## config.mk

```make
export PLATFORM = sky130hd
export DESIGN_NAME = rr_arb4
export DESIGN_NICKNAME = d
export VERILOG_FILES = /design/src/rtl/arb_pkg.sv /design/src/rtl/prenc_lsb4.sv /design/src/rtl/rr_arb4.sv
export SDC_FILE = /design/constraint.sdc
export NUM_CORES = 1
export LEC_CHECK = 0
export ABC_AREA = 1
export ABC_CLOCK_PERIOD_IN_PS = 4690
export CELL_PAD_IN_SITES_DETAIL_PLACEMENT = 1
export CELL_PAD_IN_SITES_GLOBAL_PLACEMENT = 1
export CORE_MARGIN = 2
export CORE_UTILIZATION = 43
export CTS_BUF_LIST = sky130_fd_sc_hd__clkbuf_4 sky130_fd_sc_hd__clkbuf_8
export DETAILED_ROUTE_END_ITERATION = 8
export MAX_ROUTING_LAYER = met4
export PLACE_DENSITY = 0.83
export SYNTH_ARGS = -nofsm -noshare
export SYNTH_HDL_FRONTEND = slang
export SYNTH_SLANG_ARGS = --single-unit
```

## constraint.sdc

```tcl
create_clock -name clk -period 4.69 [get_ports clk]
set_clock_uncertainty 0.15 [all_clocks]
set_input_delay 0.938 -clock clk [delete_from_list [all_inputs] [get_ports clk]]
set_output_delay 0.938 -clock clk [all_outputs]
set_load 0.05 [all_outputs]
```

## src/rtl/arb_pkg.sv

```systemverilog
// Shared types and helpers for the four-way round-robin arbiter.
// Holds the requester count, index width, state encoding and the rotate helper.
package arb_pkg;

    localparam int NREQ  = 4;
    localparam int IDX_W = 2;

    typedef enum logic {
        IDLE,
        GRANT
    } arb_state_t;

    // Rotates right so that bit 'sh' of the input lands at bit 0.
    function automatic logic [NREQ-1:0] rotr(input logic [NREQ-1:0] v,
                                             input logic [IDX_W-1:0] sh);
        logic [2*NREQ-1:0] doubled;
        doubled = {v, v} >> sh;
        return doubled[NREQ-1:0];
    endfunction

endpackage

```

## src/rtl/prenc_lsb4.sv

```systemverilog
// Four-bit priority encoder: the lowest set bit wins.
// vld is low when no bit is set; idx is then zero.
module prenc_lsb4 (
    input  logic [3:0] req,
    output logic [1:0] idx,
    output logic       vld
);

    always_comb begin
        idx = 2'd0;
        vld = 1'b1;
        if (req[0]) begin
            idx = 2'd0;
        end else if (req[1]) begin
            idx = 2'd1;
        end else if (req[2]) begin
            idx = 2'd2;
        end else if (req[3]) begin
            idx = 2'd3;
        end else begin
            vld = 1'b0;
        end
    end

endmodule

```

## src/rtl/rr_arb4.sv

```systemverilog
// Four-requester round-robin arbiter with grant hold and bounded-hold preemption.
// The search starts at ptr; the current owner is masked out so a handover never re-picks it.
module rr_arb4
    import arb_pkg::*;
#(
    parameter int MAX_HOLD = 8
) (
    input  logic             clk,
    input  logic             rst_n,
    input  logic [NREQ-1:0]  req,
    output logic [NREQ-1:0]  gnt,
    output logic [IDX_W-1:0] gnt_idx,
    output logic             gnt_vld,
    output logic [7:0]       busy_cnt
);

    localparam logic [7:0] MaxHold = 8'(MAX_HOLD);

    arb_state_t       state_q, state_d;
    logic [IDX_W-1:0] ptr_q, ptr_d;
    logic [IDX_W-1:0] owner_q, owner_d;
    logic [7:0]       busyCnt_q, busyCnt_d;
    logic [NREQ-1:0]  gnt_q, gnt_d;
    logic             gntVld_q, gntVld_d;

    logic [NREQ-1:0]  ownerMask;
    logic [NREQ-1:0]  searchReq;
    logic [NREQ-1:0]  rotReq;
    logic [IDX_W-1:0] encIdx;
    logic             encVld;
    logic [IDX_W-1:0] winner;
    logic             releaseGnt;

    // In IDLE the mask is empty, so the same search serves both first grant and handover.
    always_comb begin
        ownerMask = (state_q == GRANT) ? (4'b0001 << owner_q) : 4'b0000;
        searchReq = req & ~ownerMask;
        rotReq    = rotr(searchReq, ptr_q);
        winner    = encIdx + ptr_q;
        releaseGnt = (state_q == GRANT) &&
                     (!req[owner_q] || ((busyCnt_q >= MaxHold) && (|searchReq)));
    end

    prenc_lsb4 u_prenc (
        .req (rotReq),
        .idx (encIdx),
        .vld (encVld)
    );

    always_comb begin
        state_d   = state_q;
        ptr_d     = ptr_q;
        owner_d   = owner_q;
        busyCnt_d = busyCnt_q;
        gnt_d     = gnt_q;
        gntVld_d  = gntVld_q;
        case (state_q)
            IDLE: begin
                if (encVld) begin
                    state_d   = GRANT;
                    owner_d   = winner;
                    busyCnt_d = 8'd1;
                    gnt_d     = 4'b0001 << winner;
                    gntVld_d  = 1'b1;
                end
            end
            GRANT: begin
                if (!releaseGnt) begin
                    busyCnt_d = (busyCnt_q == 8'hFF) ? busyCnt_q : busyCnt_q + 8'd1;
                end else begin
                    ptr_d = owner_q + 2'd1;
                    if (encVld) begin
                        owner_d   = winner;
                        busyCnt_d = 8'd1;
                        gnt_d     = 4'b0001 << winner;
                    end else begin
                        state_d   = IDLE;
                        busyCnt_d = 8'd0;
                        gnt_d     = 4'b0000;
                        gntVld_d  = 1'b0;
                    end
                end
            end
            default: begin
                state_d = IDLE;
            end
        endcase
    end

    always_ff @(posedge clk or negedge rst_n) begin
        if (!rst_n) begin
            state_q   <= IDLE;
            ptr_q     <= '0;
            owner_q   <= '0;
            busyCnt_q <= '0;
            gnt_q     <= '0;
            gntVld_q  <= 1'b0;
        end else begin
            state_q   <= state_d;
            ptr_q     <= ptr_d;
            owner_q   <= owner_d;
            busyCnt_q <= busyCnt_d;
            gnt_q     <= gnt_d;
            gntVld_q  <= gntVld_d;
        end
    end

    assign gnt      = gnt_q;
    assign gnt_idx  = owner_q;
    assign gnt_vld  = gntVld_q;
    assign busy_cnt = busyCnt_q;

endmodule

```

======== Word level (Yosys, flattened, before mapping) ========
Cells that the tools add are included.
operators by class
  $add $sub $neg .......................... 3
  $lt $le $gt $ge ......................... 2
  eq/ne operators ......................... 5
  shift-type cells ........................ 3
  mux-type cells .......................... 30
  bitwise logic cells ..................... 3
  reduce and logical (&&, ||, !) cells .... 9
operator list
  cell                   number
  $mux W8                3
  $mux W4                4
  $pmux W8 S2            1
  $mux W2                6
  $mux W1                11
  $add A8 B1 Y8 const B  1
  $eq A8 B8 Y1 const B   1
  $ge A8 B4 Y1 const B   1
  $pmux W4 S2            1
  $shl A1 B2 Y4 const A  2
  $shr A8 B2 Y4          1
  $reduce_and A2 Y1      3
  $and A4 B4 Y4          1
  $ne A2 B2 Y1 const B   2
  $not A4 Y4             1
  $pmux W1 S2            2
  $pmux W2 S2            1
  $reduce_or A4 Y1       1
  $lt A2 B3 Y1 const B   1
  $ne A3 B3 Y1 const B   1
  $reduce_and A3 Y1      1
  $add A2 B1 Y2 const B  1
  $add A2 B2 Y2          1
  $bmux W1 S2            1
  other kinds (5)        6
word-level totals
  register bits after elaboration ......... 18
  bits of input ports ..................... 6
  output and inout bits ................... 15
  word-level logic and storage cells ...... 61

======== Depth between registers and ports, before layout ========
  depth after elaboration ................. 14
  mapped depth ............................ 15
  depth with buffers taken out ............ 15

======== Modules after synthesis ========
From an unflattened synthesis, not the netlist that was laid out.
second synthesis, totals
  cells, all modules ...................... 185
  area total of the unflattened synthesis .. 1276.2 µm²
modules (own cells, without submodules)
  module      instances  cells an instance  area an instance (µm²)  seq. area each (µm²)
  rr_arb4     1          177                1239.9                  450.4
  prenc_lsb4  1          8                  36.3                    0.0

======== Least setup slack after synthesis ========
No wires, ideal clock.
  kind .................................... register -> register
  from .................................... reg owner_q[0] (netlist: gnt_idx[0])
  to ...................................... reg gnt_q[2] (netlist: gnt[2])
  library setup time ...................... 0.066 ns
  arrival ................................. 2.262 ns
  data required time ...................... 4.474 ns
  setup slack ............................. 2.212 ns
  cell stages (with the launch flop) ...... 15
  buffers on the path ..................... 0
  clock period less this slack ............ 2.478 ns
  path through ............................ dfrtp_1 -> inv_2 -> ha_1 -> nand2_1 -> nand3_1 -> nand3_1 -> o21ai_0 -> a21oi_1 -> nor2_1 -> ha_1 -> xor2_1 -> nand3b_1 -> nand2_1 -> nand2_1 -> nand2_1
on the way
  word-level cells in the longest chain between the ends .. 14
  elaborated cells on any way between the ends .. 29
  those cells by class .................... 1 x add/sub; 2 x eq/ne; 3 x shift; 15 x mux; 2 x bitwise; 6 x reduce/logical
ends and longest elaborated chain
  element                   RTL line                      RTL
  start: declaration        rr_arb4.sv:21                 logic [IDX_W-1:0] owner_q, owner_d;
  start signal: assignment  rr_arb4.sv:101                owner_q <= owner_d;
  $shl A1 B2 Y4             rr_arb4.sv:36                 ownerMask = (state_q == GRANT) ? (4'b0001 << owner_q) : 4'b0000;
  $mux W4                   rr_arb4.sv:36
  $not A4 Y4                rr_arb4.sv:37                 searchReq = req & ~ownerMask;
  $and A4 B4 Y4             rr_arb4.sv:37
  $shr A8 B2 Y4             arb_pkg.sv:17                 doubled = {v, v} >> sh;
  $mux W2                   prenc_lsb4.sv:18              end else if (req[3]) begin
  $mux W2                   prenc_lsb4.sv:16              end else if (req[2]) begin
  $mux W2                   prenc_lsb4.sv:14              end else if (req[1]) begin
  $mux W2                   prenc_lsb4.sv:12              if (req[0]) begin
  $add A2 B2 Y2             rr_arb4.sv:39                 winner = encIdx + ptr_q;
  $shl A1 B2 Y4             rr_arb4.sv:63, rr_arb4.sv:75
  $mux W4                   rr_arb4.sv:72                 if (encVld) begin
  $mux W4                   rr_arb4.sv:68                 if (!releaseGnt) begin
  $pmux W4 S2               rr_arb4.sv:57                 case (state_q)
  end signal: assignment    rr_arb4.sv:103                gnt_q <= gnt_d;
  end: declaration          rr_arb4.sv:23                 logic [NREQ-1:0] gnt_q, gnt_d;
Parallel ways exist; a longest one is shown, timed or not. The select of a mux whose other input is x is not followed.
A chain may end at the register's enable or synchronous reset.

======== Final worst setup path ========
  from .................................... in req[3]
  to ...................................... reg gnt_q[3] (netlist: gnt[3])
on the way
  word-level cells in the longest chain between the ends .. 11
  elaborated cells on any way between the ends .. 26
  those cells by class .................... 1 x add/sub; 2 x eq/ne; 2 x shift; 14 x mux; 1 x bitwise; 6 x reduce/logical
ends and longest elaborated chain
  element             RTL line                      RTL
  start: declaration  rr_arb4.sv:10                 input logic [NREQ-1:0] req,
  $and A4 B4 Y4       rr_arb4.sv:37
  $shr A8 B2 Y4       arb_pkg.sv:17
  $mux W2             prenc_lsb4.sv:18
  $mux W2             prenc_lsb4.sv:16
  $mux W2             prenc_lsb4.sv:14
  $mux W2             prenc_lsb4.sv:12
  $add A2 B2 Y2       rr_arb4.sv:39
  $shl A1 B2 Y4       rr_arb4.sv:63, rr_arb4.sv:75
  $mux W4             rr_arb4.sv:72
  $mux W4             rr_arb4.sv:68
  $pmux W4 S2         rr_arb4.sv:57
Parallel ways exist; a longest one is shown, timed or not. The select of a mux whose other input is x is not followed.

==> flow_summary.toml <==
[clock_tree]
post_cts_resized = 0
post-cts-setup-buffers = 0
cts_tree = "built"
insertion_delay_ns = 0.31
htree_levels = 1
clk_pin_slew_ns = 0.10
cts_root_buf = "clkbuf_4"
cts_num_sinks = 18
postCtsHoldBufs = 0
clk_path_buf_depth = 2
numCtsBuffers = 3

[global_route]
grt.overflow.total = 0
antenna_found_initial = 0
grt_max_degree = 19
grtUsageTotal_pct = 22.4
grt_pass1_wl_um = 5800
first_global_vias = 1269

[synth]
async_flop_share_pct = 100
mappedNetlistArea_mm2 = 0.00130
syn_avg_cell_area_um2 = 7.44
syn_nets = 189
synth-seq-area-share_pct = 34.6
synth_edf_count = 0
synth_cells = 175
yosysWarnings = 0
synth.distinct_cells = 26
ys.flop_type = "dfrtp_1"
ys_ff_latch = 18

[cells_and_area]
regArea_um2 = 450
n_fill_cell = 364
area_growth_pct = 20.3
drive_gt1_share_pct = 12.1
multiInputGateArea_um2 = 764
layout_common_cells = "nand2_1, clkdlybuf4s50_1, nand3_1, dfrtp_1, inv_1"
nets = 213
diodes = 0
final_common_cell = "nand2_1"

[timing]
hold_viol_final = 0
fin_crit_ns = 2.79
drv_slew = 0
fin_ws_ns = 1.90
worst_slew_pin_slew_ns = 0.856
setup_viol = 0
rsz0062_at_grt = "no"
fin_setup_tns_ns = 0
clock.fmax_ghz = 0.358
finalCritPeriodShare_pct = 59.5
slew_headroom_pct = 42.8

[floorplanning]
die_h_um = 59.0
fp.dieW_um = 59.0
row_count = 19
coreArea_mm2 = 0.00281
start_util_pct = 46.4
dieArea_mm2 = 0.00348
ios = 21

[worst_setup_path]
slowest_stage = "clkdlybuf4s50_1"
worstSetupPathType = "input pin to flip-flop"
cp_cell_sequence = "clkdlybuf4s50_1, nand3_1, nand3_1, o21ai_0, inv_1, a21oi_1, nor2_1, ha_1, xor2_1, nand3b_1, nand2_1, nand2_1, nand2_1"
crit_arrival_ns = 2.84
cp_num_buf_inv = 2
slowest_delay_ns = 0.57
critPathTopFamily = "simple AND/OR/NAND/NOR gates"
cp.required_ns = 4.74
cp-end-kind = "flip-flop"
crit_fanout = 4
cpMostUsedCell = "nand2_1"
critPathLaunchType = "input pin"

[run_status]
outcome = "completed"

[drt]
totalWireLength_um = 3340
drc = 0
drt_pass1_iterations = 5
wl_per_cell_um = 14.6
drtAntennaViolNets = 0
drt_iter0_drc = 30
vias = 1223
vias_per_cell = 5.34

[flow_run]
cap_viol_max_count = 0

[place]
io_buffers = 20
hpwlAfterDp_um = 2630
place.gp.congestion = 0.852
pre_cts_ws_ns = 1.60

[power_and_ir_drop]
ir_drop_mv = 0.408
total_leakage_power_nw = 0.799
power_density_mw_per_mm2 = 690

[min_path]
hold_path_class = "flip-flop to flip-flop"
[flip-flops by register name, summed over array words and instances (netlist names)]
register  cells
gnt_vld       1
state_q       1
busy_cnt      8
gnt_idx       2
ptr_q         2
gnt           4
[cells in the mapped netlist, types with 2 or more instances]
library cell  count  area (um2)
inv_2             3        11.3
o21ai_2           4        35.0
nor3_1            4        20.0
o21ai_1           3        15.0
nand2_1          56         210
nand2_2           5        31.3
o21ai_0           5        25.0
xor2_1            4        35.0
inv_1            17        63.8
nand3_1          18        90.1
nand3b_1          2        15.0
nor2_1           10        37.5
a21oi_1           3        15.0
nand4_1           3        18.8
dfrtp_1          18         450
nand2_4           3        33.8
ha_1              8         100
[final timing paths]
path | from | endpoint | cells after the start | slack [ns]
min in group asynchronous | rst_n | busy_cnt[7] | 1 | 0.95
worst max register to register | state_q | gnt[3] | 13 | 2.09
worst min-delay path | gnt[0] | gnt[0] | 2 | 0.35
max in group asynchronous | rst_n | gnt_idx[1] | 1 | 2.90
worst max-delay path | req[3] | gnt[3] | 13 | 1.90
worst min register to register | gnt[0] | gnt[0] | 2 | 0.35
[worst reg2reg max path, stage by stage (launching register included)]
cell and delay (ns):
dfrtp_1 0.72, nand2_1 0.20, nand3_1 0.12, nand2_1 0.08
o21ai_0 0.22, inv_1 0.06, a21oi_1 0.13, nor2_1 0.06
ha_1 0.18, xor2_1 0.15, nand3b_1 0.21, nand2_1 0.13
nand2_1 0.07, nand2_1 0.06
[metal layers]
metal / routed length [um] / share of wire, % / track usage, %
met5: 0 / 0 / -
met4: 37 / 1.1 / 5.19
met3: 90 / 2.7 / 3.28
met2: 1590 / 48 / 34.9
met1: 1630 / 49 / 30.9
[kinds of logic (layout without fill, tap and decap cells)]
family                     count (synthesis)  count (layout)  share of synthesized area (%)
and+or+nand+nor                          104             104                           37.4
buffers and inverters                     21              44                           6.63
AOI/OAI and AO/OA                         20              20                           11.0
DFF                                       18              18                           34.6
adders and majority gates                  8               8                           7.69
xor gates and xnor gates                   4               4                           2.69
[power by group]
part / internal, mW / switching (mW) / leakage, nW
Clock: 0.0474 / 0.0540 / 0.0210
Combinational: 0.234 / 0.474 / 0.548
Sequential: 0.204 / 0.0667 / 0.229
[cell type report]
type | instances | share of cell area [%]
inverter | 20 | 4.80
sequential | 18 | 28.8
tap | 31 | 2.48
clock buffer | 4 | 2.32
timing repair buffer | 20 | 12.8
multi-input combinational | 136 | 48.8
[metrics by stage]
step	util (%)	total power, mW	hold WS (ns)	std cells	area (um2)
5_1_grt	55.8	1.18	0.385	229	1570
6_report	55.8	1.08	0.347	229	1570
2_1_floorplan	-	0.795	0.421	175	1300
3_3_place_gp	54.5	0.951	0.317	225	1530
3_5_place_dp	54.5	0.980	0.323	225	1530
4_1_cts	55.8	1.09	0.358	229	1570
No activity file was read; power rests on OpenSTA's default activity.
